[config.mk]
export PLATFORM = sky130hd
export DESIGN_NAME = id_stream_sched_flat
export DESIGN_NICKNAME = d
export VERILOG_FILES = /design/src/rtl/id_stream_sched_pkg.sv /design/src/rtl/id_stream_sched_if.sv /design/src/rtl/id_match_core.sv /design/src/rtl/id_stream_sched.sv /design/src/flat_wrapper.sv
export SDC_FILE = /design/constraint.sdc
export NUM_CORES = 1
export LEC_CHECK = 0
export BUFFER_PORTS_ARGS = -buffer_cell sky130_fd_sc_hd__buf_2
export CORE_ASPECT_RATIO = 1.4
export CORE_MARGIN = 1.5
export CORE_UTILIZATION = 30
export DETAILED_ROUTE_END_ITERATION = 10
export GPL_TIMING_DRIVEN = 0
export PLACE_DENSITY_LB_ADDON = 0.1
export SETUP_SLACK_MARGIN = 0.02
export SYNTH_ARGS = -nofsm -noshare
export SYNTH_HDL_FRONTEND = slang
export SYNTH_SLANG_ARGS = --single-unit
[constraint.sdc]
create_clock -name clk -period 2.08 [get_ports clk]
set_clock_uncertainty 0.1 [all_clocks]
set_input_delay 0.416 -clock clk [delete_from_list [all_inputs] [get_ports clk]]
set_output_delay 0.416 -clock clk [all_outputs]
set_load 0.01 [all_outputs]
[src/rtl/id_stream_sched_pkg.sv]
// ---------------------------------------------------------------------------
// id_stream_sched_pkg : shared encodings and char-class helpers.  Rev 1.0
// ---------------------------------------------------------------------------
`default_nettype none
package id_stream_sched_pkg;

  typedef enum logic [1:0] {
    IDLE   = 2'd0,
    STREAM = 2'd1,
    DRAIN  = 2'd2,
    REPORT = 2'd3
  } sched_state_e;

  typedef enum logic [1:0] {
    S0 = 2'd0,
    S1 = 2'd1,
    S2 = 2'd2
  } core_state_e;

  function automatic logic is_letter(input logic [7:0] c);
    return ((c >= 8'h61) && (c <= 8'h7A)) || ((c >= 8'h41) && (c <= 8'h5A));
  endfunction

  function automatic logic is_digit(input logic [7:0] c);
    return (c >= 8'h30) && (c <= 8'h39);
  endfunction

endpackage
`default_nettype wire

[src/rtl/id_stream_sched_if.sv]
// ---------------------------------------------------------------------------
// id_stream_sched_if : request/result bundle between sources and scheduler.  Rev 1.0
// ---------------------------------------------------------------------------
`default_nettype none
interface id_stream_sched_if #(
  parameter int NREQ  = 2,
  parameter int SRC_W = 1,
  parameter int CNT_W = 8
);
  logic [NREQ-1:0]   req_valid;
  logic [8*NREQ-1:0] req_char;
  logic [NREQ-1:0]   req_last;
  logic [NREQ-1:0]   req_ready;
  logic              res_valid;
  logic [SRC_W-1:0]  res_src;
  logic [CNT_W-1:0]  res_count;
  logic              res_hit;
  logic              busy;

  modport master (
    output req_valid, req_char, req_last,
    input  req_ready, res_valid, res_src, res_count, res_hit, busy
  );

  modport slave (
    input  req_valid, req_char, req_last,
    output req_ready, res_valid, res_src, res_count, res_hit, busy
  );
endinterface
`default_nettype wire

[src/rtl/id_match_core.sv]
// ---------------------------------------------------------------------------
// id_match_core : letters-then-digits recognizer with enable and sync clear.  Rev 1.0
// ---------------------------------------------------------------------------
`default_nettype none
module id_match_core
  import id_stream_sched_pkg::*;
(
  input  logic       clk,
  input  logic       reset,
  input  logic       en,
  input  logic       clr,
  input  logic [7:0] ch,
  output logic       out
);

  core_state_e state_q, state_d;
  logic        out_q, out_d;

  always_comb begin
    state_d = state_q;
    out_d   = out_q;
    if (clr) begin
      state_d = S0;
      out_d   = 1'b0;
    end else if (en) begin
      if (is_letter(ch)) begin
        state_d = S1;
        out_d   = 1'b0;
      end else if (is_digit(ch) && (state_q != S0)) begin
        state_d = S2;
        out_d   = 1'b1;
      end else begin
        state_d = S0;
        out_d   = 1'b0;
      end
    end
  end

  always_ff @(posedge clk or posedge reset) begin
    if (reset) begin
      state_q <= S0;
      out_q   <= 1'b0;
    end else begin
      state_q <= state_d;
      out_q   <= out_d;
    end
  end

  assign out = out_q;

endmodule
`default_nettype wire

[src/rtl/id_stream_sched.sv]
// ---------------------------------------------------------------------------
// id_stream_sched : round-robin sharing of one id_match_core across NREQ streams.  Rev 1.0
// ---------------------------------------------------------------------------
`default_nettype none
module id_stream_sched
  import id_stream_sched_pkg::*;
#(
  parameter int NREQ  = 2,
  parameter int SRC_W = 1,
  parameter int CNT_W = 8
) (
  input  logic             clk,
  input  logic             reset,
  id_stream_sched_if.slave bus
);

  localparam logic [SRC_W:0]   c_nreq     = (SRC_W+1)'(NREQ);
  localparam logic [SRC_W-1:0] c_last_src = SRC_W'(NREQ - 1);
  localparam logic [CNT_W-1:0] c_cnt_max  = '1;

  sched_state_e     state_q, state_d;
  logic [SRC_W-1:0] rr_q, rr_d, grant_q, grant_d, pick;
  logic [CNT_W-1:0] cnt_q, cnt_d;
  logic             prev_q, prev_d;
  logic [SRC_W:0]   idx;
  logic             pick_ok, g_valid, g_last, accept, core_clr, core_out, match_ev;
  logic [7:0]       g_char;

  // First valid source at or after the pointer, wrapping.
  always_comb begin
    pick    = rr_q;
    pick_ok = 1'b0;
    idx     = '0;
    for (int k = 0; k < NREQ; k++) begin
      idx = {1'b0, rr_q} + (SRC_W+1)'(k);
      if (idx >= c_nreq) idx = idx - c_nreq;
      if (!pick_ok && bus.req_valid[idx[SRC_W-1:0]]) begin
        pick_ok = 1'b1;
        pick    = idx[SRC_W-1:0];
      end
    end
  end

  always_comb begin
    g_valid       = 1'b0;
    g_last        = 1'b0;
    g_char        = 8'h00;
    bus.req_ready = '0;
    for (int i = 0; i < NREQ; i++) begin
      if (grant_q == SRC_W'(i)) begin
        g_valid          = bus.req_valid[i];
        g_last           = bus.req_last[i];
        g_char           = bus.req_char[8*i +: 8];
        bus.req_ready[i] = (state_q == STREAM);
      end
    end
  end

  assign accept   = (state_q == STREAM) && g_valid;
  assign core_clr = (state_q == IDLE) && pick_ok;
  // Core output only moves on an accepted char, so a rise is exactly one match event.
  assign match_ev = core_out && !prev_q;

  id_match_core u_core (
    .clk   (clk),
    .reset (reset),
    .en    (accept),
    .clr   (core_clr),
    .ch    (g_char),
    .out   (core_out)
  );

  always_comb begin
    state_d = state_q;
    rr_d    = rr_q;
    grant_d = grant_q;
    cnt_d   = cnt_q;
    prev_d  = core_clr ? 1'b0 : core_out;
    if (((state_q == STREAM) || (state_q == DRAIN)) && match_ev && (cnt_q != c_cnt_max))
      cnt_d = cnt_q + 1'b1;
    unique case (state_q)
      IDLE: begin
        if (pick_ok) begin
          grant_d = pick;
          cnt_d   = '0;
          state_d = STREAM;
        end
      end
      STREAM:  if (accept && g_last) state_d = DRAIN;
      DRAIN:   state_d = REPORT;
      REPORT: begin
        rr_d    = (grant_q == c_last_src) ? '0 : grant_q + 1'b1;
        state_d = IDLE;
      end
      default: state_d = IDLE;
    endcase
  end

  always_ff @(posedge clk or posedge reset) begin
    if (reset) begin
      state_q <= IDLE;
      rr_q    <= '0;
      grant_q <= '0;
      cnt_q   <= '0;
      prev_q  <= 1'b0;
    end else begin
      state_q <= state_d;
      rr_q    <= rr_d;
      grant_q <= grant_d;
      cnt_q   <= cnt_d;
      prev_q  <= prev_d;
    end
  end

  assign bus.res_valid = (state_q == REPORT);
  assign bus.res_src   = bus.res_valid ? grant_q : '0;
  assign bus.res_count = bus.res_valid ? cnt_q : '0;
  assign bus.res_hit   = bus.res_valid && (cnt_q != '0);
  assign bus.busy      = (state_q != IDLE);

endmodule
`default_nettype wire

[src/flat_wrapper.sv]
// flat-port wrapper written by rule: the top's interface ports become plain ports
module id_stream_sched_flat import id_stream_sched_pkg::*;
#(
  parameter int NREQ  = 2,
  parameter int SRC_W = 1,
  parameter int CNT_W = 8
)
  (clk, reset, bus_req_valid, bus_req_char, bus_req_last, bus_req_ready, bus_res_valid, bus_res_src, bus_res_count, bus_res_hit, bus_busy);
  id_stream_sched_if #(.NREQ(NREQ), .SRC_W(SRC_W), .CNT_W(CNT_W)) bus_i ();
  input  logic clk;
  input  logic reset;
  input wire logic [$bits(bus_i.req_valid)-1:0] bus_req_valid;
  input wire logic [$bits(bus_i.req_char)-1:0] bus_req_char;
  input wire logic [$bits(bus_i.req_last)-1:0] bus_req_last;
  output wire logic [$bits(bus_i.req_ready)-1:0] bus_req_ready;
  output wire logic [$bits(bus_i.res_valid)-1:0] bus_res_valid;
  output wire logic [$bits(bus_i.res_src)-1:0] bus_res_src;
  output wire logic [$bits(bus_i.res_count)-1:0] bus_res_count;
  output wire logic [$bits(bus_i.res_hit)-1:0] bus_res_hit;
  output wire logic [$bits(bus_i.busy)-1:0] bus_busy;
  assign bus_i.req_valid = bus_req_valid;
  assign bus_i.req_char = bus_req_char;
  assign bus_i.req_last = bus_req_last;
  assign bus_req_ready = bus_i.req_ready;
  assign bus_res_valid = bus_i.res_valid;
  assign bus_res_src = bus_i.res_src;
  assign bus_res_count = bus_i.res_count;
  assign bus_res_hit = bus_i.res_hit;
  assign bus_busy = bus_i.busy;
  id_stream_sched #(.NREQ(NREQ), .SRC_W(SRC_W), .CNT_W(CNT_W)) u_core (.clk(clk), .reset(reset), .bus(bus_i));
endmodule
# Word-level counts from Yosys, hierarchy flattened
# Index checks and enable logic that the tools add are counted.
[word_totals]
ff_bits = 16
out_inout_bits = 14
word_cells = 84
[classes]
n_reduce_logical = 23
order_cmp = 10
eq_ne = 6
add_sub_neg = 5
muxes = 33
[ops]
columns = ["operator", "n"]
rows = [
  ["$mux 8", 5],
  ["$mux 1", 21],
  ["$ge 8x7->1 const B", 2],
  ["$le 8x7->1 const B", 2],
  ["$logic_and 1x1->1", 12],
  ["$mux 2", 6],
  ["$add 8x1->8 const B", 1],
  ["$ge 8x6->1 const B", 1],
  ["$le 8x6->1 const B", 1],
  ["$ne 8x8->1 const B", 1],
  ["$pmux 2 s4", 1],
  ["$reduce_bool 8->1", 1],
  ["$reduce_bool 2->1", 3],
  ["$eq 2x2->1 const B", 2],
  ["$lt 1x2->1 const B", 2],
  ["$reduce_and 2->1", 2],
  ["$add 1x1->2 const B", 1],
  ["$eq 2x1->1 const B", 1],
  ["$ge 1x2->1 const B", 1],
  ["$ge 2x2->1 const B", 1],
  ["$logic_not 1->1", 2],
  ["$logic_not 2->1", 1],
  ["$logic_or 1x1->1", 2],
  ["$ne 2x1->1 const B", 1],
  ["3 further kinds", 4],
]

# Logic depth before layout (Yosys ltp)
[logic_depth]
ltp_word = 10
mapped_depth = 6
mapped_depth_nobuf = 6

# Modules after synthesis
# From an unflattened synthesis, not the netlist that was laid out.
[unflattened]
hier_cells = 122
hier_area_um2 = 1103.6
[modules_own_cells]
columns = ["mod", "cells_each", "area_per_inst_um2", "n_inst", "seq_area_each_um2"]
rows = [
  ["id_stream_sched", 104, 950.9, 1, 325.3],
  ["id_match_core", 18, 152.6, 1, 50.0],
]

# Least setup slack after synthesis
# No wires, ideal clock.
[synth_timing]
kind = "reg-to-reg"
from = "register u_core.state_q[1]"
to = "register u_core.state_q[1]"
path_stages_with_launch = 7
arrival_ns = 1.528
setup_slack_ns = 0.328
required_time_ns = 1.855
path_buffers = 0
cell_sequence = "dfrtp_1 > inv_1 > ha_1 > nor2b_1 > a21oi_1 > o21ai_1 > mux2_2"
[synth_via]
elab_chain_cells = 5
elab_cells_between_ends = 10
[synth_lines]
columns = ["element", "line_no", "text"]
rows = [
  ["start, declared", "id_stream_sched.sv:21", "sched_state_e state_q, state_d;"],
  ["start signal, assigned", "id_stream_sched.sv:107", "state_q <= state_d;"],
  ["$eq 2x1->1", "id_stream_sched.sv:59, id_stream_sched.sv:81", ""],
  ["$logic_and 1x1->1", "id_stream_sched.sv:59", "assign accept = (state_q == STREAM) && g_valid;"],
  ["$logic_and 1x1->1", "id_stream_sched.sv:89", "STREAM: if (accept && g_last) state_d = DRAIN;"],
  ["$ne 2x2->1 (no source line)", "--", ""],
  ["$reduce_and 2->1 (no source line)", "--", ""],
]
# Parallel ways exist; a longest one is shown, timed or not.
# A chain may end at the register's enable or synchronous reset.

# Worst setup path in the final report
[layout_timing]
from = "register u_core.cnt_q[0]"
to = "output bus_res_hit"
[layout_via]
elab_chain_cells = 2
[layout_lines]
columns = ["element", "line_no", "text"]
rows = [
  ["start, declared", "id_stream_sched.sv:23", "logic [CNT_W-1:0] cnt_q, cnt_d;"],
  ["start signal, assigned", "id_stream_sched.sv:110", "cnt_q <= cnt_d;"],
  ["$reduce_bool 8->1", "id_stream_sched.sv:118", "assign bus.res_hit = bus.res_valid && (cnt_q != '0);"],
  ["$logic_and 1x1->1", "id_stream_sched.sv:118", ""],
  ["end, declared", "flat_wrapper.sv:19", "output wire logic [$bits(bus_i.res_hit)-1:0] bus_res_hit;"],
]
# Every way passes these cells.

==> results by group <==
STA
  • Worst slew pin tran: 0.621 ns
  • Fin crit share: 91.5%
  • Unrepaired setup endpoints after global routing: no
  • Slew headroom: 58.5%
  • Final hold vios: 0
  • Tmin final: 1.90 ns
  • Total Negative Setup Slacks: 0 ns
  • Fmax: 525 MHz
  • Setup violators final: 0
  • Final setup margin: 0.176 ns
  • Slew Viols, Final: 0

Outcome
  • Outcome: finished, final reports clean

Drt
  • WL/cell: 12.1 um
  • Vias: 1012
  • Post-Route WL: 2.44 mm
  • DR pass1 iterations: 4
  • DRC violations left: 0
  • ANT nets after route: 0
  • Via/cell ratio: 5.03
  • Initial DRC Count: 15

Setup path
  • Critical path required time: 1.56 ns
  • Worst Setup Start Kind: flip-flop
  • CP Max Fanout: 4
  • Crit end category: primary output
  • CP max stage cell: dfrtp_1
  • R2R cell count: 6
  • Worst EP arrival: 1.39 ns
  • Cell breakdown of the critical path: inv_1 -> ha_1 -> nor4b_1 -> a21boi_0 -> buf_2
  • Kind of critical path: flip-flop to primary output
  • CP peak stage delay: 0.41 ns

Global route
  • Remaining global-route overflow: 0
  • First-pass GRT wire length: 4.20 mm
  • Vias in the first global route: 998
  • Largest net degree at the start of global routing: 16
  • All-layer global routing usage: 14.1%
  • Antenna violations before repair: 0

Logic synthesis
  • Cell taking the most area after synthesis: dfrtp_1
  • Compound-cell area share of the yosys netlist: 15.0%
  • Combinational family with the most area after synthesis: simple AND/OR/NAND/NOR gates
  • Simple-Gate Fraction of Synth Area: 31.1%
  • Synth Area per Inst: 8.94 um2
  • Mapped Nets: 151
  • Register bit total from synthesis: 15
  • Top_reg_cell synth: dfrtp_1
  • FFs w/ async S/R, synth: 100%
  • Register area share after synthesis: 34.4%
  • Post-Synth Adder-Cell Area: 8.03%
  • Post-synth EDFFs: 0
  • Post-Synth XOR/XNOR Area: 4.01%
  • Ys Warns: 0
  • Cell area after synthesis: 1090 um2
  • Synth top area share: 34.4%
  • Cells after synthesis: 122
  • Yosys cell types: 39
  • Synth area leaders: dfrtp_1, ha_1, and2_1
  • Mux cell area share after synthesis: 3.78%

Cells and area
  • Nets@finish: 191
  • Diodes inserted: 0
  • Most frequent cells in the layout: buf_2, dfrtp_1, nor2_1
  • Leading cell type in the layout, fill and taps excluded: buf_2
  • Layout area overhead: 24.9%
  • Fraction of layout cells with a size suffix above 1: 29.2%

Job
  • Max-Cap Viols: 0

Worst hold path
  • Hold Path Class: input port to asynchronous set/reset pin

Power
  • Pwr dens: 842 nW/um2
  • P_int: 709 uW
  • Peak VDD IR: 0.000500 V
  • Sw frac: 38.2%
  • Clock network power share: 19.6%
  • Combinational power share: 47.9%
  • Final Power: 1.15 mW
  • Sequential share of power: 32.6%
  • Leakage: 0.694 nW
  • Switching Power: 438 uW

Clock tree
  • Root buf cell: clkbuf_8
  • CTS H-tree lvls: 1
  • Hold Buf Count CTS: 0
  • CTS tree: yes
  • Clk slew on worst S/H paths: 0.06 ns
  • Post-CTS setup buffers: 0
  • Clock latency on the worst-skew pair: 0.24 ns
  • Clk sinks: 15
  • TritonCTS Buffers: 3
  • Clk buf depth: 2

Floorplanning
  • Initial Util: 31.7%
  • Die Y-Extent: 74.4 um
  • Die Width: 54.0 um
  • Core area: 3440 um2
  • Die area: 4010 um2
  • Std cell rows: 25
  • Num ports: 36

Placement
  • Hpwl dp: 2.02 mm
  • Pre-CTS setup slack: 0.238 ns
  • PortBufs: 35
  • GP Congestion: 0.758
[Yosys cell counts (2+ instances only)]
cell,number
and2_1,11
nor3_1,2
o21ai_1,3
nor2b_1,3
and3_1,2
nand2b_1,4
o21ai_0,6
o211ai_1,3
nor2_1,13
nand3_1,6
buf_2,2
nand2_1,3
nor4b_1,2
dfrtp_1,15
or3_1,2
inv_1,7
a21oi_1,5
mux2i_1,3
xor2_1,4
ha_1,7
[routing by layer]
| layer | up-vias | track usage [%] | part of all wire [%] |
|---|---|---|---|
| li1 | 509 | - | - |
| met1 | 468 | 15.8 | 41 |
| met2 | 33 | 25.3 | 53 |
| met3 | 2 | 1.20 | 4.2 |
| met4 | 0 | 7.69 | 1.4 |
| met5 | - | 0 | 0 |
[path summary, 6_finish.rpt]
check,from,endpoint,slack (ns)
max reg2reg,u_core.state_q[0]$_DFFE_PP0P_,u_core.cnt_q[5]$_DFF_PP0_,0.23
max in group asynchronous,reset,u_core.cnt_q[3]$_DFF_PP0_,1.40
min in group clk,bus_req_valid[0],u_core.grant_q$_DFFE_PP0P_,0.32
min reg2reg,u_core.rr_q$_DFFE_PP0P_,u_core.rr_q$_DFFE_PP0P_,0.41
max,u_core.cnt_q[0]$_DFF_PP0_,bus_res_hit,0.18
min,reset,u_core.state_q[1]$_DFFE_PP0P_,0.11
[stage by stage]
stage	utilization (%)	instance area (um2)	hold slack, ns	std cells
global route	39.6	1360	0.185	201
global placement	38.3	1320	0.385	197
detailed placement	38.3	1320	0.400	197
finish	39.6	1360	0.109	201
CTS	39.6	1360	0.135	201
floorplan	-	1090	0.217	122
[flip-flops by register name (all words and copies together) (netlist names)]
register               count
u_core.cnt_q               8
u_core.u_core.state_q      2
u_core.prev_q              1
u_core.grant_q             1
u_core.rr_q                1
u_core.state_q             2
[worst max-delay path: cells and delay by family (launching register included)]
family | cells | cell delay, ns
and+or+nand+nor | 1 | 0.20
AOI/OAI and AO/OA | 1 | 0.12
DFF | 1 | 0.41
adders and majority gates | 1 | 0.16
buffers and inverters | 2 | 0.25
[area by class of cell]
| cell class | instances | area, um2 |
|---|---|---|
| fillers | 377 | 2080 |
| multi-input cells | 97 | 676 |
| flip-flops and latches | 15 | 375 |
| repair buffers | 35 | 175 |
| well taps | 40 | 50.0 |
| clock buffers | 4 | 45.0 |
| inverters | 7 | 26.3 |
| plain buffers | 3 | 15.0 |
[cells by family (layout without fill, tap and decap cells)]
| group | after synthesis | after routing |
|---|---|---|
| flip-flops | 15 | 15 |
| multiplexers | 4 | 4 |
| XOR/XNOR | 5 | 5 |
| AO/OA/AOI/OAI | 24 | 24 |
| AND/OR/NAND/NOR | 57 | 57 |
| adder cells (fa/ha/maj) | 7 | 7 |
| buffers and inverters | 10 | 49 |
[power groups by stage]
| stage | Combinational (mW) | Clock (mW) | Sequential, mW |
|---|---|---|---|
| 2_1_floorplan | 0.392 | 0 | 0.368 |
| 3_3_place_gp | 0.545 | 0 | 0.376 |
| 3_5_place_dp | 0.554 | 0 | 0.378 |
| 4_1_cts | 0.557 | 0.236 | 0.374 |
| 5_1_grt | 0.618 | 0.246 | 0.380 |
| 6_report | 0.549 | 0.224 | 0.373 |
[repair_timing]
action	in CTS	in global routing
endpoints found under the hold margin	0	0
setup endpoints to repair	0	1
resized for setup	0	2
(Power assumes the default switching activity.)
